`src/rtl/dram_rd_arbiter.sv`:
```
// Two-port arbiter for the shared DRAM read command channel: one outstanding
// read at a time, with returned burst beats steered to the port that owns the read.
module dram_rd_arbiter #(
  parameter int PRIO0        = 1,
  parameter int STARVE_LIMIT = 4
) (
  input  logic        clk,
  input  logic        rst_n,
  input  logic [1:0]  s_kick,
  input  logic [31:0] s_addr0,
  input  logic [31:0] s_addr1,
  input  logic [31:0] s_num0,
  input  logic [31:0] s_num1,
  output logic [1:0]  s_busy,
  output logic [1:0]  s_buf_we,
  output logic [31:0] s_buf_dout,
  output logic        kick,
  output logic [31:0] read_addr,
  output logic [31:0] read_num,
  input  logic        busy,
  input  logic [31:0] buf_dout,
  input  logic        buf_we,
  output logic        owner,
  output logic [15:0] stray_cnt
);

  localparam bit       PRIO_MODE  = (PRIO0 != 0);
  localparam logic [7:0] STARVE_MAX = 8'(STARVE_LIMIT);

  typedef enum logic [1:0] {
    ST_IDLE  = 2'd0,
    ST_GRANT = 2'd1,
    ST_RUN   = 2'd2
  } state_t;

  state_t     state_r;
  logic [7:0] starve_cnt_r;
  logic       win_s;
  logic [7:0] starve_nxt_s;
  logic       active_s;

  // Winner selection; owner doubles as the last-granted index for round-robin.
  always_comb begin
    win_s = 1'b0;
    if (s_kick == 2'b11) begin
      if (PRIO_MODE) begin
        win_s = (starve_cnt_r >= STARVE_MAX);
      end else begin
        win_s = ~owner;
      end
    end else begin
      win_s = s_kick[1];
    end
  end

  // Starvation counter next value, applied at grant time.
  always_comb begin
    starve_nxt_s = starve_cnt_r;
    if (!PRIO_MODE) begin
      starve_nxt_s = 8'd0;
    end else if (win_s) begin
      starve_nxt_s = 8'd0;
    end else if (s_kick[1] && (starve_cnt_r < STARVE_MAX)) begin
      starve_nxt_s = starve_cnt_r + 8'd1;
    end else begin
      starve_nxt_s = starve_cnt_r;
    end
  end

  // Command sequencer: IDLE -> GRANT (kick held until busy) -> RUN (wait busy low).
  always_ff @(posedge clk or negedge rst_n) begin
    if (!rst_n) begin
      state_r      <= ST_IDLE;
      kick         <= 1'b0;
      read_addr    <= 32'd0;
      read_num     <= 32'd0;
      owner        <= 1'b1;
      starve_cnt_r <= 8'd0;
    end else begin
      case (state_r)
        ST_IDLE: begin
          if (|s_kick) begin
            read_addr    <= win_s ? s_addr1 : s_addr0;
            read_num     <= win_s ? s_num1 : s_num0;
            owner        <= win_s;
            kick         <= 1'b1;
            starve_cnt_r <= starve_nxt_s;
            state_r      <= ST_GRANT;
          end else begin
            kick    <= 1'b0;
            state_r <= ST_IDLE;
          end
        end
        ST_GRANT: begin
          if (busy) begin
            kick    <= 1'b0;
            state_r <= ST_RUN;
          end else begin
            kick    <= 1'b1;
            state_r <= ST_GRANT;
          end
        end
        ST_RUN: begin
          kick <= 1'b0;
          if (!busy) begin
            state_r <= ST_IDLE;
          end else begin
            state_r <= ST_RUN;
          end
        end
        default: begin
          kick    <= 1'b0;
          state_r <= ST_IDLE;
        end
      endcase
    end
  end

  // Beats arriving with no read in flight are dropped and counted.
  always_ff @(posedge clk or negedge rst_n) begin
    if (!rst_n) begin
      stray_cnt <= 16'd0;
    end else if ((state_r == ST_IDLE) && buf_we && (stray_cnt != 16'hFFFF)) begin
      stray_cnt <= stray_cnt + 16'd1;
    end else begin
      stray_cnt <= stray_cnt;
    end
  end

  assign active_s    = (state_r != ST_IDLE);
  assign s_busy      = {busy & active_s & owner, busy & active_s & ~owner};
  assign s_buf_we    = {buf_we & active_s & owner, buf_we & active_s & ~owner};
  assign s_buf_dout  = buf_dout;

endmodule

```
`config.mk`:
```
export PLATFORM = sky130hd
export DESIGN_NAME = dram_rd_arbiter
export DESIGN_NICKNAME = d
export VERILOG_FILES = /design/src/rtl/dram_rd_arbiter.sv
export SDC_FILE = /design/constraint.sdc
export NUM_CORES = 1
export LEC_CHECK = 0
export BUFFER_PORTS_ARGS = -buffer_cell sky130_fd_sc_hd__clkbuf_2
export CORE_MARGIN = 2
export CORE_UTILIZATION = 40
export DETAILED_ROUTE_END_ITERATION = 10
export GPL_TIMING_DRIVEN = 0
export PLACE_DENSITY_LB_ADDON = 0.2
export RECOVER_POWER = 100
export SLEW_MARGIN = 20
export SYNTH_ARGS = -nofsm -noshare
export SYNTH_HDL_FRONTEND = slang
export SYNTH_SLANG_ARGS = --single-unit
```
`constraint.sdc`:
```
create_clock -name clk -period 2.5 [get_ports clk]
set_input_delay 0.375 -clock clk [delete_from_list [all_inputs] [get_ports clk]]
set_output_delay 0.375 -clock clk [all_outputs]
set_load 0.05 [all_outputs]
```
## Word-level counts from Yosys, hierarchy flattened

Index checks and enable logic that the tools add are counted.
Widths: inputs -> output; s select.

| word-level totals | value |
|---|---|
| bits of input ports | 166 |
| register bits after elaboration | 92 |
| output and inout bits | 118 |

| cells by class | value |
|---|---|
| multiplexer cells | 12 |
| reduce and logical (&&, ||, !) cells | 9 |
| add/sub/neg operators | 2 |
| magnitude comparators | 2 |
| equal/unequal tests | 4 |
| bitwise gates (word level) | 7 |

Operators with widths:

| kind | number |
|---|---|
| $mux 32 | 2 |
| $add 16x1->16 const B | 1 |
| $mux 8 | 2 |
| $ne 16x16->1 const B | 1 |
| $add 8x1->8 const B | 1 |
| $ge 8x3->1 const B | 1 |
| $lt 8x3->1 const B | 1 |
| $and 1x1->1 | 6 |
| $pmux 2 s3 | 1 |
| $eq 2x2->1 const B | 2 |
| $mux 1 | 4 |
| $mux 2 | 2 |
| $reduce_bool 2->1 | 2 |
| $logic_and 1x1->1 | 3 |
| $reduce_and 3->1 | 1 |
| $eq 2x1->1 const B | 1 |
| $logic_not 2->1 | 1 |
| $pmux 1 s2 | 1 |
| $reduce_and 2->1 | 1 |
| $reduce_or 2->1 | 1 |
| $not 1->1 | 1 |

## Depth between registers and ports, before layout

Gate-level depths: netlist of the first run.

| depth | value |
|---|---|
| word-level depth | 4 |
| depth in mapped cells | 6 |

## Worst setup path before layout of the first run

Ideal clock, no wire load.

| timing path | value |
|---|---|
| kind | reg-to-reg |
| start | reg stray_cnt[0] |
| end | reg stray_cnt[5] |
| path buffers | 1 |
| data arrival time | 1.910 ns |
| setup time | 0.147 ns |
| stages on the path, launching flop included | 7 |
| clock period less this slack | 2.057 ns |
| setup slack | 0.443 ns |
| cell sequence | dfrtp_1 > ha_1 > nand4_1 > nor4_2 > buf_2 > nor3_1 > xor2_1 |

| on the way | value |
|---|---|
| longest elaborated chain between the ends | 2 |
| elaborated cells on any way between the ends | 3 |
| those cells by class | 1 x add/sub; 1 x eq/ne; 1 x reduce/logical |

Ends and longest elaborated chain:

| element | line | text |
|---|---|---|
| from (decl) | 24 | `output logic [15:0] stray_cnt` |
| from (signal assigned) | 124 | `stray_cnt <= stray_cnt + 16'd1;` |
| from (signal assigned) | 126 | `stray_cnt <= stray_cnt;` |
| branches (longest 2 deep; another with $add 16x1->16) | - |  |

Several ways; the timed one is not identified.
A chain may end at the register's enable or synchronous reset.

## Worst setup path after layout of the first run

| timing path | value |
|---|---|
| start | reg stray_cnt[0] |
| end | reg stray_cnt[13] |

The elaborated chain is that of the path after synthesis.

==> results of run 1 <==
[cell families after synthesis]
kind of cell / count (synthesis) / share of synthesized area [%]
AND/OR/NAND/NOR: 127 / 13.4
adder cells (fa/ha/maj): 3 / 0.831
XOR/XNOR: 15 / 2.91
buffers and inverters: 58 / 8.59
flip-flops: 92 / 51.0
multiplexers: 65 / 14.4
AO/OA/AOI/OAI: 76 / 8.81
[placed cells by master (no fill, tap or decap), types with 2 or more instances in the layout]
cell,count
dfrtp_1,91
nor3_1,6
ha_1,3
clkinvlp_4,2
nand2b_1,2
nand2_1,73
nand4_1,4
o21ai_0,69
inv_1,3
nor4_1,7
nor2_1,11
buf_4,33
a41oi_1,2
clkbuf_1,134
mux2i_1,64
clkbuf_2,133
buf_6,6
nor3b_1,4
and3_1,6
nand3_1,7
clkbuf_16,9
bufinv_16,2
xor2_1,15
[registers in the layout, summed over array words and instances (netlist names)]
signal / flops
state_r: 2
read_addr: 32
stray_cnt: 16
owner: 1
read_num: 32
kick: 1
starve_cnt_r: 8
[cell type report]
cell class	instances	area, µm²
fillers	1064	4830
flip-flops and latches	92	2300
multi-input cells	286	1810
repair buffers	251	1110
plain buffers	55	377
clock buffers	10	229
well taps	140	175
clock inverters	6	88.8
inverters	3	11.3
[worst max path at each step]
stage / from / to / depth (start not counted)
after floorplan: stray_cnt[0] / stray_cnt[5] / 6
after global placement: rst_n / read_addr[10] / 1
after detailed placement: s_kick[1] / state_r[0] / 5
after CTS: state_r[1] / state_r[0] / 5
after global routing: state_r[1] / read_addr[27] / 5
final: stray_cnt[0] / stray_cnt[13] / 6
[report_power, final]
part	leakage [µW]	switching [µW]	total [µW]	internal, µW
clock	0.000149	570	1450	877
sequential	0.00116	372	2470	2100
combinational	0.00194	3340	4180	845
total	0.00324	4280	8100	3820
[metrics by stage]
step | total power, µW | area [µm²]
floorplan | 5680 | 4520
global placement | 6780 | 5950
detailed placement | 6880 | 5960
CTS | 8340 | 6270
global route | 8570 | 6110
finish | 8100 | 6110
[layer usage]
metal	global-route usage, %	up-vias
met4	5.45	0
li1	-	1993
met2	35.2	166
met3	4.29	9
met1	22.9	1878
met5	0	-
[repair_timing]
item / 4_1_cts / 5_1_grt
buffers inserted: 0 / 0
endpoints found under the setup margin: 0 / 1
hold endpoints to repair: 0 / 0
resized for setup: 0 / 2
==> flow_metrics.tcl, run 1 <==
set metrics [dict create \
    crit_top_cell "nor4_1" \
    cts_sinks 92 \
    worst_slew_pin_slew_ns 1.99 \
    syn_avg_cell_area_um2 10.4 \
    routed_wl_mm 12.3 \
    rsz0062_at_grt "false" \
    max_stage_delay_ns 0.60 \
    met3_length_um 931 \
    start_kind "flip-flop" \
    dieArea_um2 12200 \
    nets 867 \
    power_density_nw_per_um2 1330 \
    critPathArrivalTime_ns 2.39 \
    r2r_cells 6 \
    crit_buf_inv 1 \
    grt_pass1_vias 3801 \
    postLayoutCoreUtil_pct 55.8 \
    synthTopCellsByArea "dfrtp_1 50%, mux2i_1 14%, o21ai_0 7.6%" \
    place.port_buffers 251 \
    critPathSlowestCell "nor4_1" \
    cts_made_buffers 9 \
    yosysTopAreaCell "dfrtp_1" \
    finalClockSkew_ns 0.0118 \
    cp_top_family "simple AND/OR/NAND/NOR gates" \
    holdCritPathClass "input port to flip-flop" \
    dr.pass1.iters 4 \
    synth-async-reset-ratio_pct 100 \
    layout_min_cycle_time_ns 2.18 \
    worstPathCellList "ha_1 > nand4_1 > nor4_1 > clkbuf_1 > nor4_1 > xor2_1" \
    insertion_delay_ns 0.33 \
    hold_viol_final 0 \
    hold_depth 2 \
    finalCritPeriodShare_pct 87.4 \
    yosysWarnings 0 \
    wl_per_cell_um 14.6 \
    die_h_um 110 \
    mappedNetlistArea_um2 4520 \
    die_x_um 110 \
    htree_levels 3 \
    syn_inst 436 \
    cts_hold_buf 0 \
    clock.fmax_mhz 458 \
    relSlewSlack_pct -32.8 \
    ioPinCount 284 \
    status "finished, violations left" \
    fin_cells 843 \
    finalWorstSetupSlack_ns 0.315 \
    start_util_pct 41.3 \
    grt_usage_pct 19.4 \
    r2r_slack_ns 0.32 \
    ys.flop_type "dfrtp_1" \
    wl_met2_mm 6.40 \
    final_max_slew_viol_count 93 \
    ys_types 34 \
    area_delta_synth_final_pct 35.2 \
    peakVddDrop_uv 760 \
    holdWs_ns 0.276 \
    ys_ff_latch 92 \
    ys_seq_area_share_pct 51.0 \
    crit_required_ns 2.70 \
    synth-edff-count 0 \
    grt_overflow 0 \
    n_antenna_cell 0 \
    gp_congestion 0.864 \
    path_max_fanout 10 \
    yosysMostFrequentCell "dfrtp_1" \
    syn_nets 605 \
    drc_errors 0 \
    wl_met1_mm 4.87 \
    violations "capacitance limit, slew limit" \
    highest_layer "met4" \
    crit_path_end_kind "flip-flop" \
    core_area_um2 10900 \
    detail-route-antenna-nets 0 \
    r2r_end "stray_cnt[13]" \
    r2r-start "stray_cnt[0]" \
    synth_top_area_share_pct 50.4 \
    setup-tns-final_ns 0 \
    grt_pass1_wl_mm 18.2 \
    via_per_inst 4.80 \
    setup_viol 0 \
    drive_gt1_share_pct 27.7 \
    max_cap_violations 1 \
    holdPathEnd "kick" \
    cts_buffer_depth 2 \
    dp_hpwl_mm 9.57 \
    grt_antenna_before_repair 0 \
    tritoncts "yes" \
    clk_pin_slew_worst_paths_ns 0.07 \
    synth_common_cells "91 x dfrtp_1, 73 x nand2_1, 69 x o21ai_0, 64 x mux2i_1, 33 x buf_4" \
    dr_total_vias 4046 \
    dp.cells 827 \
    power.leakage_uw 0.00324 \
    path_class "flip-flop to flip-flop" \
    pre_cts_ws_ns -0.0898 \
    rows 38 \
    drtIter0Drc 137 \
    grt_max_degree 93 \
    hp-start "busy" \
    clock-root-buffer "clkbuf_16" \
]
Power figures use the tool's default switching activity.
==> run 2: changes to the inputs <==
==> constraint.sdc (replaced) <==
create_clock -name clk -period 2.1 [get_ports clk]
set_input_delay 0.315 -clock clk [delete_from_list [all_inputs] [get_ports clk]]
set_output_delay 0.315 -clock clk [all_outputs]
set_load 0.05 [all_outputs]
==> flow_metrics.tcl, run 2 (same netlist as run 1, synthesis figures left out) <==
set metrics [dict create \
    status "finished clean" \
    mostFrequentLayoutCells "138 x clkbuf_2, 129 x clkbuf_1, 91 x dfrtp_1" \
    holdWs_ns 0.216 \
    via_per_inst 4.82 \
    drive_gt1_share_pct 28.6 \
    routed_wl_mm 12.4 \
    grt_antenna_before_repair 0 \
    die_h_um 110 \
    grt_overflow 0 \
    cts.repair.resized 3 \
    setup-tns-final_ns 0 \
    rsz0062_at_grt "false" \
    dr_total_vias 4064 \
    finalWorstSetupSlack_ns 0.143 \
    path_class "flip-flop to flip-flop" \
    drc_errors 0 \
    start_util_pct 41.3 \
    layout_min_cycle_time_ns 1.96 \
    start_kind "flip-flop" \
    finalClockSkew_ns 0.0118 \
    reg_top3 "read_addr (32), read_num (32), stray_cnt (16)" \
    ioPinCount 284 \
    cts_made_buffers 9 \
    finalCritPeriodShare_pct 93.2 \
    setup_viol 0 \
    dieArea_um2 12200 \
    pre_cts_ws_ns -0.430 \
    clock.fmax_mhz 511 \
    postLayoutCoreUtil_pct 55.9 \
    path_max_fanout 10 \
    dp_hpwl_mm 9.57 \
    drtIter0Drc 121 \
    rows 38 \
    clock-root-buffer "clkbuf_16" \
    cts_setup_buffers 0 \
    area_delta_synth_final_pct 35.3 \
    relSlewSlack_pct 16.8 \
    final_max_slew_viol_count 0 \
    power_density_nw_per_um2 1580 \
    power.leakage_uw 0.00326 \
    nets 867 \
    die_x_um 110 \
    critPathArrivalTime_ns 2.15 \
    grt_pass1_wl_mm 18.2 \
    cts_hold_buf 0 \
    crit_required_ns 2.30 \
    dr.pass1.iters 4 \
    hold_viol_final 0 \
    insertion_delay_ns 0.33 \
    gp_congestion 0.864 \
    max_cap_violations 0 \
    fin_cells 843 \
    core_area_um2 10900 \
    cts_buffer_depth 2 \
    clk_pin_slew_worst_paths_ns 0.07 \
    cts_sinks 92 \
    htree_levels 3 \
    grt_max_degree 93 \
    place.port_buffers 251 \
    grt_usage_pct 19.4 \
    final_common_cell "clkbuf_2" \
    dp.cells 827 \
    detail-route-antenna-nets 0 \
    wl_per_cell_um 14.7 \
    n_antenna_cell 0 \
    peakVddDrop_uv 905 \
    holdCritPathClass "input port to flip-flop" \
    grt_pass1_vias 3808 \
    tritoncts "yes" \
    crit_path_end_kind "flip-flop" \
    worst_slew_pin_slew_ns 1.25 \
]
-- run 2: metal layers --
metal	global-route usage, %	routed length (µm)
met2	35.5	6430
met3	4.29	939
met1	22.7	4880
met5	0	0
met4	5.45	103
-- run 2: cell type report --
cell class                      count  area, µm²
Fill cell                        1064       4820
Sequential cell                    92       2300
Multi-Input combinational cell    286       1820
Timing Repair Buffer              251       1110
Buffer                             55        377
Clock buffer                       10        229
Tap cell                          140        175
Clock inverter                      6       88.8
Inverter                            3       11.3
-- run 2: path summary, 6_finish.rpt --
kind / startpoint / endpoint / slack, ns / cells past startpoint
setup reg to reg: starve_cnt_r[5] / read_num[5] / 0.14 / 6
max in group asynchronous: rst_n / read_num[10] / 1.04 / 1
hold / removal: busy / kick / 0.22 / 2
setup / recovery: starve_cnt_r[5] / read_num[5] / 0.14 / 6
min in group asynchronous: rst_n / read_num[0] / 0.25 / 1
hold reg to reg: read_addr[24] / read_addr[24] / 0.48 / 2
-- run 2: stage by stage --
step / total power [µW] / instance area [µm²]
after floorplan: 6760 / 4520
after global placement: 8070 / 5950
after detailed placement: 8190 / 5960
after CTS: 9930 / 6280
after global routing: 10200 / 6110
final: 9650 / 6110
-- run 2: worst max-delay path, cell delays in order (launching register included) --
cell and delay (ns):
dfrtp_1 0.41, nor4_1 0.35, a31o_2 0.21, clkbuf_4 0.27
buf_4 0.26, mux2i_1 0.23, o21ai_0 0.10
-- run 2: where the power goes --
group          total, µW  internal [µW]  switching, µW
combinational       4990           1010           3970
sequential          2950           2500            447
clock               1720           1040            675
==> run 3: changes to the inputs <==
--- a/config.mk
+++ b/config.mk
@@ -11,7 +11,6 @@
 export DETAILED_ROUTE_END_ITERATION = 10
 export GPL_TIMING_DRIVEN = 0
 export PLACE_DENSITY_LB_ADDON = 0.2
-export RECOVER_POWER = 100
 export SLEW_MARGIN = 20
 export SYNTH_ARGS = -nofsm -noshare
 export SYNTH_HDL_FRONTEND = slang
==> flow_metrics.tcl, run 3 (same netlist as run 1, synthesis figures left out) <==
set metrics [dict create \
    grt_overflow 0 \
    clock.fmax_mhz 523 \
    via_per_inst 4.81 \
    cts_hold_buf 0 \
    postLayoutCoreUtil_pct 57.4 \
    max_cap_violations 0 \
    start_kind "flip-flop" \
    startpoint "starve_cnt_r[5]" \
    status "finished clean" \
    htree_levels 3 \
    worst_slew_pin_slew_ns 0.731 \
    r2r_slack_ns 0.19 \
    power_density_nw_per_um2 1570 \
    reg_top3 "read_addr (32), read_num (32), stray_cnt (16)" \
    holdWs_ns 0.0188 \
    cts_buffer_depth 2 \
    finalClockSkew_ns 0.0118 \
    rsz0062_at_grt "false" \
    drive_gt1_share_pct 45.4 \
    peakVddDrop_uv 886 \
    ioPinCount 284 \
    path_max_fanout 10 \
    core_area_um2 10900 \
    setup_viol 0 \
    start_util_pct 41.3 \
    finalCritPeriodShare_pct 91.0 \
    finalWorstSetupSlack_ns 0.189 \
    relSlewSlack_pct 51.2 \
    die_x_um 110 \
    finalInstanceArea_um2 6280 \
    die_h_um 110 \
    gp_congestion 0.864 \
    path_class "flip-flop to flip-flop" \
    clk_pin_slew_worst_paths_ns 0.06 \
    crit_path_end_kind "flip-flop" \
    r2r-start "starve_cnt_r[5]" \
    placed_cell_area_um2 5960 \
    clock-root-buffer "clkbuf_16" \
    dr.pass1.iters 4 \
    grt_pass1_vias 3808 \
    routed_wl_mm 12.2 \
    wl_per_cell_um 14.5 \
    detail-route-antenna-nets 0 \
    drc_errors 0 \
    insertion_delay_ns 0.33 \
    drtIter0Drc 123 \
    holdCritPathClass "input port to async pin" \
    tritoncts "yes" \
    layout_min_cycle_time_ns 1.91 \
    mostFrequentLayoutCells "253 x clkbuf_2, 91 x dfrtp_1, 73 x nand2_1" \
    dp_hpwl_mm 9.57 \
    rows 38 \
    cts_sinks 92 \
    final_common_cell "clkbuf_2" \
    power.leakage_uw 0.00362 \
    crit_required_ns 2.29 \
    cts_made_buffers 9 \
    hold_viol_final 0 \
    nets 867 \
    setup-tns-final_ns 0 \
    final_max_slew_viol_count 0 \
    grt_usage_pct 19.4 \
    dieArea_um2 12200 \
    grt_pass1_wl_mm 18.2 \
    n_antenna_cell 0 \
    dr_total_vias 4058 \
    grt_max_degree 93 \
    area_delta_synth_final_pct 39.1 \
    place.port_buffers 251 \
    grt_antenna_before_repair 0 \
    critPathArrivalTime_ns 2.11 \
    pre_cts_ws_ns -0.430 \
]
## run 3: changes by cell type in the layout (fill, tap and decap cells not counted), sizes merged
cell	previous run	this run
buf	38	40
clkbuf	278	276
## run 3: through the flow
stage                     std cells  power, µW
after global placement          827       8070
after detailed placement        827       8190
after floorplan                 436       6760
after CTS                       843       9930
after global routing            843      10400
final                           843       9830
## run 3: final timing paths
kind                                 endpoint  cells after the start
worst max-delay path            read_addr[23]                      6
worst min-delay path              read_num[0]                      1
worst max register to register  read_addr[23]                      6
worst min register to register  read_addr[24]                      2
max in group asynchronous       read_addr[26]                      1
min in group clk                         kick                      2
## run 3: final cells by class
type | count | area, µm²
Buffer | 55 | 380
Sequential cell | 92 | 2300
Fill cell | 990 | 4650
Timing Repair Buffer | 251 | 1260
Inverter | 3 | 11.3
Tap cell | 140 | 175
Clock buffer | 10 | 229
Clock inverter | 6 | 88.8
Multi-Input combinational cell | 286 | 1830
## run 3: critical path, stage by stage, from the launching register on
cell and delay (ns):
dfrtp_1 0.41, nor4_1 0.35, a31o_2 0.21, buf_4 0.24, buf_6 0.22, mux2i_1 0.25, o21ai_0 0.10
## run 3: timing repair
| item | in CTS | in global routing |
|---|---|---|
| resized for setup | 3 | 3 |
| buffers inserted | 0 | 0 |
| setup endpoints to repair | 46 | 48 |
## run 3: layer usage
layer | GRT usage (%) | wire, µm | part of all wire [%]
met4 | 5.45 | 103 | 0.84
met1 | 22.7 | 4830 | 39
met5 | 0 | 0 | 0
met3 | 4.29 | 928 | 7.6
met2 | 35.5 | 6390 | 52
## run 3: where the power goes
group	switching [µW]	internal, µW	total (µW)
sequential	450	2500	2950
clock	676	1040	1720
combinational	3970	1200	5170
total	5100	4740	9830
